<file path="src/rtl/zigzag_normalizer_mc.sv">
// zigzag_normalizer_mc: turns Huffman (run, coefficient) symbols into 64 zigzag-ordered
// coefficients per 8x8 block. Each coefficient is tagged with its row, column and channel.
// The block also handles per-channel DC prediction, ZRL, restart clearing and overrun.
module zigzag_normalizer_mc #(
    parameter int VERI_BIT     = 12,
    parameter int RUN_BIT      = 4,
    parameter int KANAL_SAYISI = 3,
    parameter int KANAL_BIT    = 2
) (
    input  logic                 clk_i,
    input  logic                 rstn_i,
    input  logic [RUN_BIT-1:0]   hd_run_i,
    input  logic [VERI_BIT-1:0]  hd_veri_i,
    input  logic [KANAL_BIT-1:0] hd_kanal_i,
    input  logic                 hd_gecerli_i,
    output logic                 hd_hazir_o,
    input  logic                 yeniden_i,
    output logic [VERI_BIT-1:0]  ct_veri_o,
    output logic [2:0]           ct_row_o,
    output logic [2:0]           ct_col_o,
    output logic [KANAL_BIT-1:0] ct_kanal_o,
    output logic                 ct_gecerli_o,
    output logic                 ct_blok_son_o,
    input  logic                 ct_hazir_i,
    output logic                 hata_o
);
    typedef enum logic [1:0] {BEKLE, SIFIR, DEGER, DOLDUR} state_t;

    // Zigzag index -> raster position {row, col}
    localparam logic [5:0] ZZ_TABLE [64] = '{
        6'd0,  6'd1,  6'd8,  6'd16, 6'd9,  6'd2,  6'd3,  6'd10,
        6'd17, 6'd24, 6'd32, 6'd25, 6'd18, 6'd11, 6'd4,  6'd5,
        6'd12, 6'd19, 6'd26, 6'd33, 6'd40, 6'd48, 6'd41, 6'd34,
        6'd27, 6'd20, 6'd13, 6'd6,  6'd7,  6'd14, 6'd21, 6'd28,
        6'd35, 6'd42, 6'd49, 6'd56, 6'd57, 6'd50, 6'd43, 6'd36,
        6'd29, 6'd22, 6'd15, 6'd23, 6'd30, 6'd37, 6'd44, 6'd51,
        6'd58, 6'd59, 6'd52, 6'd45, 6'd38, 6'd31, 6'd39, 6'd46,
        6'd53, 6'd60, 6'd61, 6'd54, 6'd47, 6'd55, 6'd62, 6'd63
    };
    localparam logic [KANAL_BIT-1:0] KANAL_MAX = KANAL_BIT'(KANAL_SAYISI - 1);
    localparam logic [RUN_BIT-1:0]   RUN_ZRL   = '1;
    localparam logic [RUN_BIT-1:0]   RUN_ONE   = RUN_BIT'(1);
    localparam logic [RUN_BIT:0]     CNT_ONE   = (RUN_BIT+1)'(1);

    state_t               r_state;
    logic [5:0]           r_k;
    logic [RUN_BIT:0]     r_zeros;
    logic                 r_zrl;
    logic [VERI_BIT-1:0]  r_val;
    logic [VERI_BIT-1:0]  r_pred [KANAL_SAYISI];
    logic [VERI_BIT-1:0]  r_ct_veri;
    logic [2:0]           r_ct_row;
    logic [2:0]           r_ct_col;
    logic [KANAL_BIT-1:0] r_ct_kanal;
    logic                 r_ct_gecerli;
    logic                 r_ct_blok_son;
    logic                 r_hata;

    logic                 w_out_free;
    logic                 w_hazir;
    logic                 w_emit;
    logic                 w_dc;
    logic                 w_kanal_ok;
    logic [KANAL_BIT-1:0] w_kanal_sel;
    logic [VERI_BIT-1:0]  w_dc_base;
    logic [VERI_BIT-1:0]  w_dc_new;
    logic [5:0]           w_zz;
    logic                 w_last;
    logic                 w_is_zrl;

    assign w_out_free  = !r_ct_gecerli || ct_hazir_i;
    assign w_hazir     = rstn_i && (r_state == BEKLE) && w_out_free;
    assign w_emit      = w_out_free && ((r_state != BEKLE) || hd_gecerli_i);
    assign w_dc        = hd_gecerli_i && w_hazir && (r_k == 6'd0);
    assign w_kanal_ok  = (hd_kanal_i <= KANAL_MAX);
    assign w_kanal_sel = w_kanal_ok ? hd_kanal_i : '0;
    assign w_dc_base   = yeniden_i ? '0 : r_pred[w_kanal_sel];
    assign w_dc_new    = w_dc_base + hd_veri_i;
    assign w_zz        = ZZ_TABLE[r_k];
    assign w_last      = (r_k == 6'd63);
    assign w_is_zrl    = (hd_run_i == RUN_ZRL) && (hd_veri_i == '0);

    // DC predictors: a restart clears them all, and a DC symbol updates its channel's predictor
    always_ff @(posedge clk_i or negedge rstn_i) begin
        if (!rstn_i) begin
            for (int c = 0; c < KANAL_SAYISI; c++) r_pred[c] <= '0;
        end else begin
            if (yeniden_i) begin
                for (int c = 0; c < KANAL_SAYISI; c++) r_pred[c] <= '0;
            end
            if (w_dc) r_pred[w_kanal_sel] <= w_dc_new;
        end
    end

    // Expansion FSM: loads one coefficient into the output register whenever it is free
    always_ff @(posedge clk_i or negedge rstn_i) begin
        if (!rstn_i) begin
            r_state       <= BEKLE;
            r_k           <= '0;
            r_zeros       <= '0;
            r_zrl         <= 1'b0;
            r_val         <= '0;
            r_ct_veri     <= '0;
            r_ct_row      <= '0;
            r_ct_col      <= '0;
            r_ct_kanal    <= '0;
            r_ct_gecerli  <= 1'b0;
            r_ct_blok_son <= 1'b0;
            r_hata        <= 1'b0;
        end else if (w_emit) begin
            r_ct_gecerli  <= 1'b1;
            r_ct_row      <= w_zz[5:3];
            r_ct_col      <= w_zz[2:0];
            r_ct_blok_son <= w_last;
            r_k           <= r_k + 6'd1;
            unique case (r_state)
                BEKLE: begin
                    if (r_k == 6'd0) begin
                        r_ct_veri  <= w_dc_new;
                        r_ct_kanal <= hd_kanal_i;
                        if (!w_kanal_ok) r_hata <= 1'b1;
                    end else if (hd_run_i == '0) begin
                        r_ct_veri <= hd_veri_i;
                        if ((hd_veri_i == '0) && !w_last) r_state <= DOLDUR;
                    end else begin
                        r_ct_veri <= '0;
                        if (w_last) begin
                            r_hata <= 1'b1;
                        end else begin
                            r_zrl   <= w_is_zrl;
                            r_val   <= hd_veri_i;
                            r_zeros <= w_is_zrl ? {1'b0, hd_run_i} : ({1'b0, hd_run_i} - CNT_ONE);
                            r_state <= (w_is_zrl || (hd_run_i != RUN_ONE)) ? SIFIR : DEGER;
                        end
                    end
                end
                SIFIR: begin
                    r_ct_veri <= '0;
                    r_zeros   <= r_zeros - CNT_ONE;
                    if (w_last) begin
                        r_state <= BEKLE;
                        if ((r_zeros != CNT_ONE) || !r_zrl) r_hata <= 1'b1;
                    end else if (r_zeros == CNT_ONE) begin
                        r_state <= r_zrl ? BEKLE : DEGER;
                    end
                end
                DEGER: begin
                    r_ct_veri <= r_val;
                    r_state   <= BEKLE;
                end
                DOLDUR: begin
                    r_ct_veri <= '0;
                    if (w_last) r_state <= BEKLE;
                end
            endcase
        end else if (ct_hazir_i) begin
            r_ct_gecerli <= 1'b0;
        end
    end

    assign hd_hazir_o    = w_hazir;
    assign ct_veri_o     = r_ct_veri;
    assign ct_row_o      = r_ct_row;
    assign ct_col_o      = r_ct_col;
    assign ct_kanal_o    = r_ct_kanal;
    assign ct_gecerli_o  = r_ct_gecerli;
    assign ct_blok_son_o = r_ct_blok_son;
    assign hata_o        = r_hata;
endmodule

</file>
<file path="config.mk">
export PLATFORM = sky130hd
export DESIGN_NAME = zigzag_normalizer_mc
export DESIGN_NICKNAME = d
export VERILOG_FILES = /design/src/rtl/zigzag_normalizer_mc.sv
export SDC_FILE = /design/constraint.sdc
export NUM_CORES = 1
export LEC_CHECK = 0
export CAP_MARGIN = 20
export CORE_UTILIZATION = 40
export DETAILED_ROUTE_END_ITERATION = 8
export DONT_BUFFER_PORTS = 1
export GPL_ROUTABILITY_DRIVEN = 1
export GPL_TIMING_DRIVEN = 0
export PLACE_DENSITY = 0.64
export REMOVE_ABC_BUFFERS = 1
export SLEW_MARGIN = 20
export SYNTH_ARGS = -nofsm -noshare
export SYNTH_HDL_FRONTEND = slang
export SYNTH_SLANG_ARGS = --single-unit
</file>
<file path="constraint.sdc">
create_clock -name clk_i -period 2.4 [get_ports clk_i]
set_input_delay 0.24 -clock clk_i [delete_from_list [all_inputs] [get_ports clk_i]]
set_output_delay 0.24 -clock clk_i [all_outputs]
set_load 0.03 [all_outputs]
</file>
Yosys cells after proc, flatten, opt, wreduce, memory -nomap -nowiden
Memories as Yosys holds them, arrays and structs flattened. A register that Yosys moved wholly into a read port is not among the register bits.
Index checks and enable logic that the tools add are counted.
{"block": "totals", "rom_bits": 384, "inputBits": 23, "out_inout_bits": 24, "regBits": 79, "memories": 1, "elab_cells": 112}
{"block": "op_classes", "n_addsub": 4, "n_lt_le_gt_ge": 3, "n_reduce_logical": 29, "n_bitwise": 5, "n_eq_ne": 20, "n_mux": 37}
{"memory": "(name not given)", "words": 64, "word_bits": 6, "rd": 1, "rd_ports_with_merged_regs": 1, "wr": 0, "line": "79", "rtl": "assign w_zz = ZZ_TABLE[r_k];"}
{"operator": "two-way mux 12 bit", "count": 6}
{"operator": "two-way mux 36 bit", "count": 2}
{"operator": "bitwise mux 36 bit", "count": 1}
{"operator": "case mux 12 bit (3 select lines)", "count": 1}
{"operator": "binary-select mux 12 bit (select 2 bit)", "count": 1}
{"operator": "demux 12 bit (select 2 bit)", "count": 1}
{"operator": "two-way mux 2 bit", "count": 10}
{"operator": "two-way mux 5 bit", "count": 4}
{"operator": "adder 12 bit", "count": 1}
{"operator": "logical NOT 12 bit", "count": 1}
{"operator": "inequality test 2 bit, second input constant", "count": 6}
{"operator": "case mux 5 bit (2 select lines)", "count": 1}
{"operator": "AND reduction 5 bit", "count": 2}
{"operator": "inequality test 3 x 2 -> 1 bit, second input constant", "count": 3}
{"operator": "inequality test 3 bit, second input constant", "count": 3}
{"operator": "logical AND 1 bit", "count": 8}
{"operator": "two-way mux 1 bit", "count": 8}
{"operator": "case mux 2 bit (4 select lines)", "count": 1}
{"operator": "NOT 6 -> 7 bit", "count": 1}
{"operator": "AND reduction 7 bit", "count": 1}
{"operator": "adder 6 x 1 -> 6 bit, second input constant", "count": 1}
{"operator": "== test 6 bit, second input constant", "count": 1}
{"operator": "logical NOT 6 bit", "count": 1}
{"operator": "AND reduction 6 bit", "count": 1}
{"operator": "21 further kinds", "count": 32}

Logic depth before layout (Yosys ltp)
{"block": "logic_depth", "word_depth": 10, "depth_mapped": 15, "ltp_nobuf": 14}

Least setup slack after synthesis
OpenSTA, ideal clock, no wires.
{"block": "synth_path", "path_type": "input-to-reg", "start": "input port hd_kanal_i[1]", "end": "register r_pred[22] (netlist bit)", "stages": 14, "path_slack_ns": -0.693, "n_path_buf": 1, "required_time_ns": 2.258, "arrival_ns": 2.951, "setup_time_ns": 0.142, "path_cell_list": "inv_1 ha_1 buf_1 mux2i_1 nor2_1 a21oi_1 nor2_1 ha_1 fa_1 a21o_1 a31oi_1 nor2_1 a311oi_1 o21ai_0"}
{"block": "synth_between", "elab_chain_cells": 10, "word_cells_on_any_way": 15, "cone_classes": "1 x add/sub; 3 x order compare; 9 x mux; 1 x bitwise; 1 x reduce/logical"}
{"element": "start, declared", "line": "14", "rtl": "input logic [KANAL_BIT-1:0] hd_kanal_i,"}
{"element": "less-or-equal comparator 2 bit", "line": "75", "rtl": "assign w_kanal_ok = (hd_kanal_i <= KANAL_MAX);"}
{"element": "two-way mux 2 bit (*)", "line": "76", "rtl": "assign w_kanal_sel = w_kanal_ok ? hd_kanal_i : '0;"}
{"element": "NOT 2 -> 3 bit (not written as such) (*)", "line": "77, 91"}
{"element": "binary-select mux 12 bit (select 2 bit)", "line": "77", "rtl": "assign w_dc_base = yeniden_i ? '0 : r_pred[w_kanal_sel];"}
{"element": "two-way mux 12 bit (not written as such) (2 in series)", "line": "77"}
{"element": "two-way mux 12 bit", "line": "77"}
{"element": "adder 12 bit", "line": "78", "rtl": "assign w_dc_new = w_dc_base + hd_veri_i;"}
{"element": "bitwise mux 36 bit (*)", "line": "91", "rtl": "if (w_dc) r_pred[w_kanal_sel] <= w_dc_new;"}
{"element": "two-way mux 36 bit (*)", "line": "91"}
{"element": "end signal, assigned by index", "line": "91"}
{"element": "end, declared", "line": "50", "rtl": "logic [VERI_BIT-1:0] r_pred [KANAL_SAYISI];"}
Every way passes the cells marked *; elsewhere a longest branch is shown, timed or not. The select of a mux whose other input is x is not followed.
A chain may end at the register's enable or synchronous reset.

Worst setup path in the final report
{"block": "layout_path", "start": "register r_pred[12] (netlist bit)", "end": "register r_ct_veri[8] (netlist: ct_veri_o[8])"}
{"block": "layout_between", "elab_chain_cells": 7}
{"element": "binary-select mux 12 bit (select 2 bit)", "line": "77"}
{"element": "two-way mux 12 bit (not written as such) (2 in series)", "line": "77"}
{"element": "two-way mux 12 bit", "line": "77"}
{"element": "adder 12 bit", "line": "78"}
{"element": "two-way mux 12 bit", "line": "118", "rtl": "if (r_k == 6'd0) begin"}
{"element": "case mux 12 bit (3 select lines)", "line": "116", "rtl": "unique case (r_state)"}
{"element": "end signal, assigned", "line": "119", "rtl": "r_ct_veri <= w_dc_new;"}
{"element": "end signal, assigned", "line": "123", "rtl": "r_ct_veri <= hd_veri_i;"}
{"element": "end signal, assigned", "line": "148", "rtl": "r_ct_veri <= r_val;"}
{"element": "end, declared", "line": "51", "rtl": "logic [VERI_BIT-1:0] r_ct_veri;"}
No other way between the ends. The select of a mux whose other input is x is not followed.

==> qor.csv <==
stage;metric;value;unit
outcome;outcome;finished with violations;
outcome;failing checks;setup timing;
global_routing;initial antenna violation count;0;
final_layout;nets;705;
worst_hold_path;min-delay src;hd_veri_i[4];
detailed_routing;Final ANT Viol Nets;0;
yosys;synth cell count leaders;dfrtp_1 (85), o21ai_0 (75), nor2_1 (71), a21oi_1 (45), ha_1 (37);
yosys;Cells after Synth;637;
yosys;EDFF count, synth;0;
worst_setup_path;critical path cell sequence;mux2i_1 > nor2_1 > a21oi_1 > nor2_1 > ha_2 > fa_2 > a21o_1 > a31oi_4 > o21bai_1 > a21oi_2 > xor2_1 > buf_4 > o22ai_2;
yosys;Synth warnings;0;
die;initial core utilization;0.410;
power_and_ir_drop;switching share of power;0.424;
power_and_ir_drop;Psw;2.75;mW
detailed_routing;average wire per standard cell;18.7;microns
clocking;CTS tree;done;
global_routing;largest net degree at the start of global routing;86;
power_and_ir_drop;Leak;2.80;nW
flow_run;max_cap viols;0;
clocking;CTS clk-pin slew, worst paths;0.07;ns
worst_setup_path;CP arrival;2.78;ns
clocking;number of H-tree levels;3;
clocking;later-pin clock latency in the skew report;0.35;ns
clocking;CTS max path bufs;2;
power_and_ir_drop;internal power;3.75;mW
worst_setup_path;Most common cell on crit path;nor2_1;
worst_setup_path;Setup CP Type;reg2reg;
final_layout;fin util;0.482;
placement;Setup WS pre-CTS;-1.60;ns
yosys;largest cells by area after synthesis;dfrtp_1 (38%), ha_1 (8.2%), o21ai_0 (6.6%), nand3b_1 (4.8%), nor2_1 (4.7%);
worst_hold_path;Hold/Removal Path Class;in2reg;
global_routing;vias in the first global route;4797;
yosys;Yosys top cell area share;0.375;
die;core box area;13800;sq um
sta;setup TNS;-1.17;ns
die;Die ar.;14700;sq um
detailed_routing;Total Wirelength;15.5;mm
final_layout;final instance area;6670;sq um
power_and_ir_drop;Power Density;975;nW/um^2
yosys;share of flip-flops with an asynchronous set or reset;1.00;
sta;Tmin final;2.57;ns
worst_setup_path;Worst Path Required;2.62;ns
yosys;Synth Register Bits;85;
placement;Area after DPL;5730;sq um
final_layout;Inserted Diodes;0;
sta;final hold vios;0;
die;DIE HEIGHT;121;microns
global_routing;first-pass GRT wire length;25.0;mm
yosys;syn_area_per_cell;8.90;sq um
sta;fin worst setup slack;-0.166;ns
final_layout;Post-Layout Cell Count;828;
yosys;register area share after synthesis;0.375;
die;Die X;121;microns
placement;I/O Buffers;0;
yosys;synthesized cell area;5670;sq um
sta;highest clock rate;390;MHz
final_layout;Fill cells;1282;
yosys;top_reg_cell synth;dfrtp_1;
sta;Tightest Pin Transition;0.829;ns
worst_setup_path;Setup crit end kind;flop;
sta;hold slack;0.0222;ns
sta;endpoints failing setup;13;
power_and_ir_drop;Power Total;6.50;mW
yosys;most frequent cell after synthesis;dfrtp_1;
clocking;Sink Count;85;
worst_setup_path;critical path launch point type;flop;
die;Placement Rows;43;
worst_setup_path;RR Startpoint;r_pred[12];
worst_setup_path;CP max-delay cell;dfrtp_1;
power_and_ir_drop;sequential power share;0.407;
clocking;Clock Tree Root;clkbuf_16;
detailed_routing;drt via density;5.95;
power_and_ir_drop;Comb power frac;0.373;
clocking;CTS Buf Count;9;
worst_setup_path;Crit Path Max Fanout;4;
detailed_routing;Initial DRC Count;418;
detailed_routing;vias;4925;
worst_setup_path;Crit. Startpoint;r_pred[12];
final_layout;layout cell share with drive strength beyond 1;0.198;
global_routing;Congestion Overflow GR;0;
worst_setup_path;r2r setup slk;-0.17;ns
placement;GPL Wtd Cong;0.843;
detailed_routing;1st-pass router iterations;5;
worst_setup_path;slowest stage delay, CP;0.39;ns
final_layout;area grow syn2layout;17.6;%
placement;Placed Instances;774;
yosys;Synth cell types;61;
yosys;Synth area leader;dfrtp_1;
sta;Tcrit/Tclk final;1.07;
power_and_ir_drop;Clock power frac;0.219;
die;I/O pin total;47;
power_and_ir_drop;peak supply drop;474;uV
sta;Slew Limit Fails;0;
placement;Post-DP HPWL;10.1;mm
detailed_routing;Residual DRC;0;
sta;max_slew headroom;0.444;
global_routing;Total GRT Usage;0.221;
sta;RSZ-0062 raised after global routing;true;
sta;clk_skew;0.0105;ns
[repair_timing]
action                                  4_1_cts  5_1_grt
gates resized for setup                      55       27
pin swaps                                    19       14
gates cloned                                  1        0
hold endpoints to repair                     86        0
endpoints found under the setup margin       78       61
setup buffers                                25       10
hold buffers                                  3        0
[worst max-delay path: cells and delay by family (launching register included)]
| family | cells | cell delay (ns) |
|---|---|---|
| multiplexers | 1 | 0.16 |
| buffers and inverters | 1 | 0.17 |
| AO/OA/AOI/OAI | 6 | 0.89 |
| AND/OR/NAND/NOR | 2 | 0.13 |
| flip-flops | 1 | 0.39 |
| XOR/XNOR | 1 | 0.17 |
| adder cells (fa/ha/maj) | 2 | 0.53 |
[logic make-up (layout without fill, tap and decap cells)]
logic type / after synthesis / in the layout / synth area share
AOI/OAI and AO/OA: 192 / 192 / 0.203
xor gates and xnor gates: 17 / 17 / 0.0263
adders and majority gates: 38 / 38 / 0.0852
buffers and inverters: 68 / 78 / 0.0501
DFF: 85 / 85 / 0.375
muxes: 36 / 36 / 0.0744
and+or+nand+nor: 201 / 202 / 0.186
[final cells by class]
class	instances	area [sq um]	area share
inverter	24	95.1	0.0143
clock buffer	10	239	0.0358
clock inverter	5	58.8	0.00882
tap	180	225	0.0338
multi-input combinational	485	3560	0.534
timing repair buffer	39	350	0.0525
sequential	85	2140	0.320
[power groups by stage]
stage	sequential [mW]	clock, mW	combinational, mW
after global placement	2.66	0	2.04
after floorplan	2.49	0	1.70
after global routing	2.71	1.50	2.71
final	2.65	1.43	2.43
after detailed placement	2.68	0	2.12
after CTS	2.64	1.45	2.31
[path summary, 6_finish.rpt]
check,end,cells after the start
worst max-delay path,ct_veri_o[8],13
min in group asynchronous,r_pred[26],2
worst min register to register,r_val[1],1
worst min-delay path,r_val[4],2
max in group asynchronous,r_state[0],2
worst max register to register,ct_veri_o[8],13
[cell usage in the layout (no fill, tap or decap), types with 4 or more instances in the layout]
master      n
dfrtp_1    78
nor2_1     69
o21ai_0    62
a21oi_1    39
nand3b_1   36
buf_4      33
nand2_1    31
ha_1       26
inv_1      22
mux2i_1    20
nand3_1    16
a31oi_1    10
o21ai_1     9
a211oi_1    9
mux2_2      9
clkbuf_16   9
o22ai_1     8
nand2b_1    7
xnor2_1     7
ha_2        7
dfrtp_2     7
and3_1      6
nand4_1     6
a21oi_2     5
nor2b_1     5
xor2_1      5
o21ai_2     5
mux2_4      5
o211ai_1    4
o22a_1      4
a22oi_1     4
ha_4        4
[flip-flops by register name, summed over array words and instances (netlist names)]
signal	count
ct_row_o	3
r_state	2
ct_kanal_o	2
r_zeros	5
r_k	6
r_val	12
ct_col_o	3
ct_veri_o	12
ct_gecerli_o	1
ct_blok_son_o	1
r_pred	36
r_zrl	1
hata_o	1
[layer usage]
layer / global-route usage / share of wire
met3: 0.0526 / 0.066
met2: 0.355 / 0.48
met4: 0.0957 / 0.023
met1: 0.282 / 0.43
met5: 0 / 0
No activity file was read; power rests on OpenSTA's default activity.
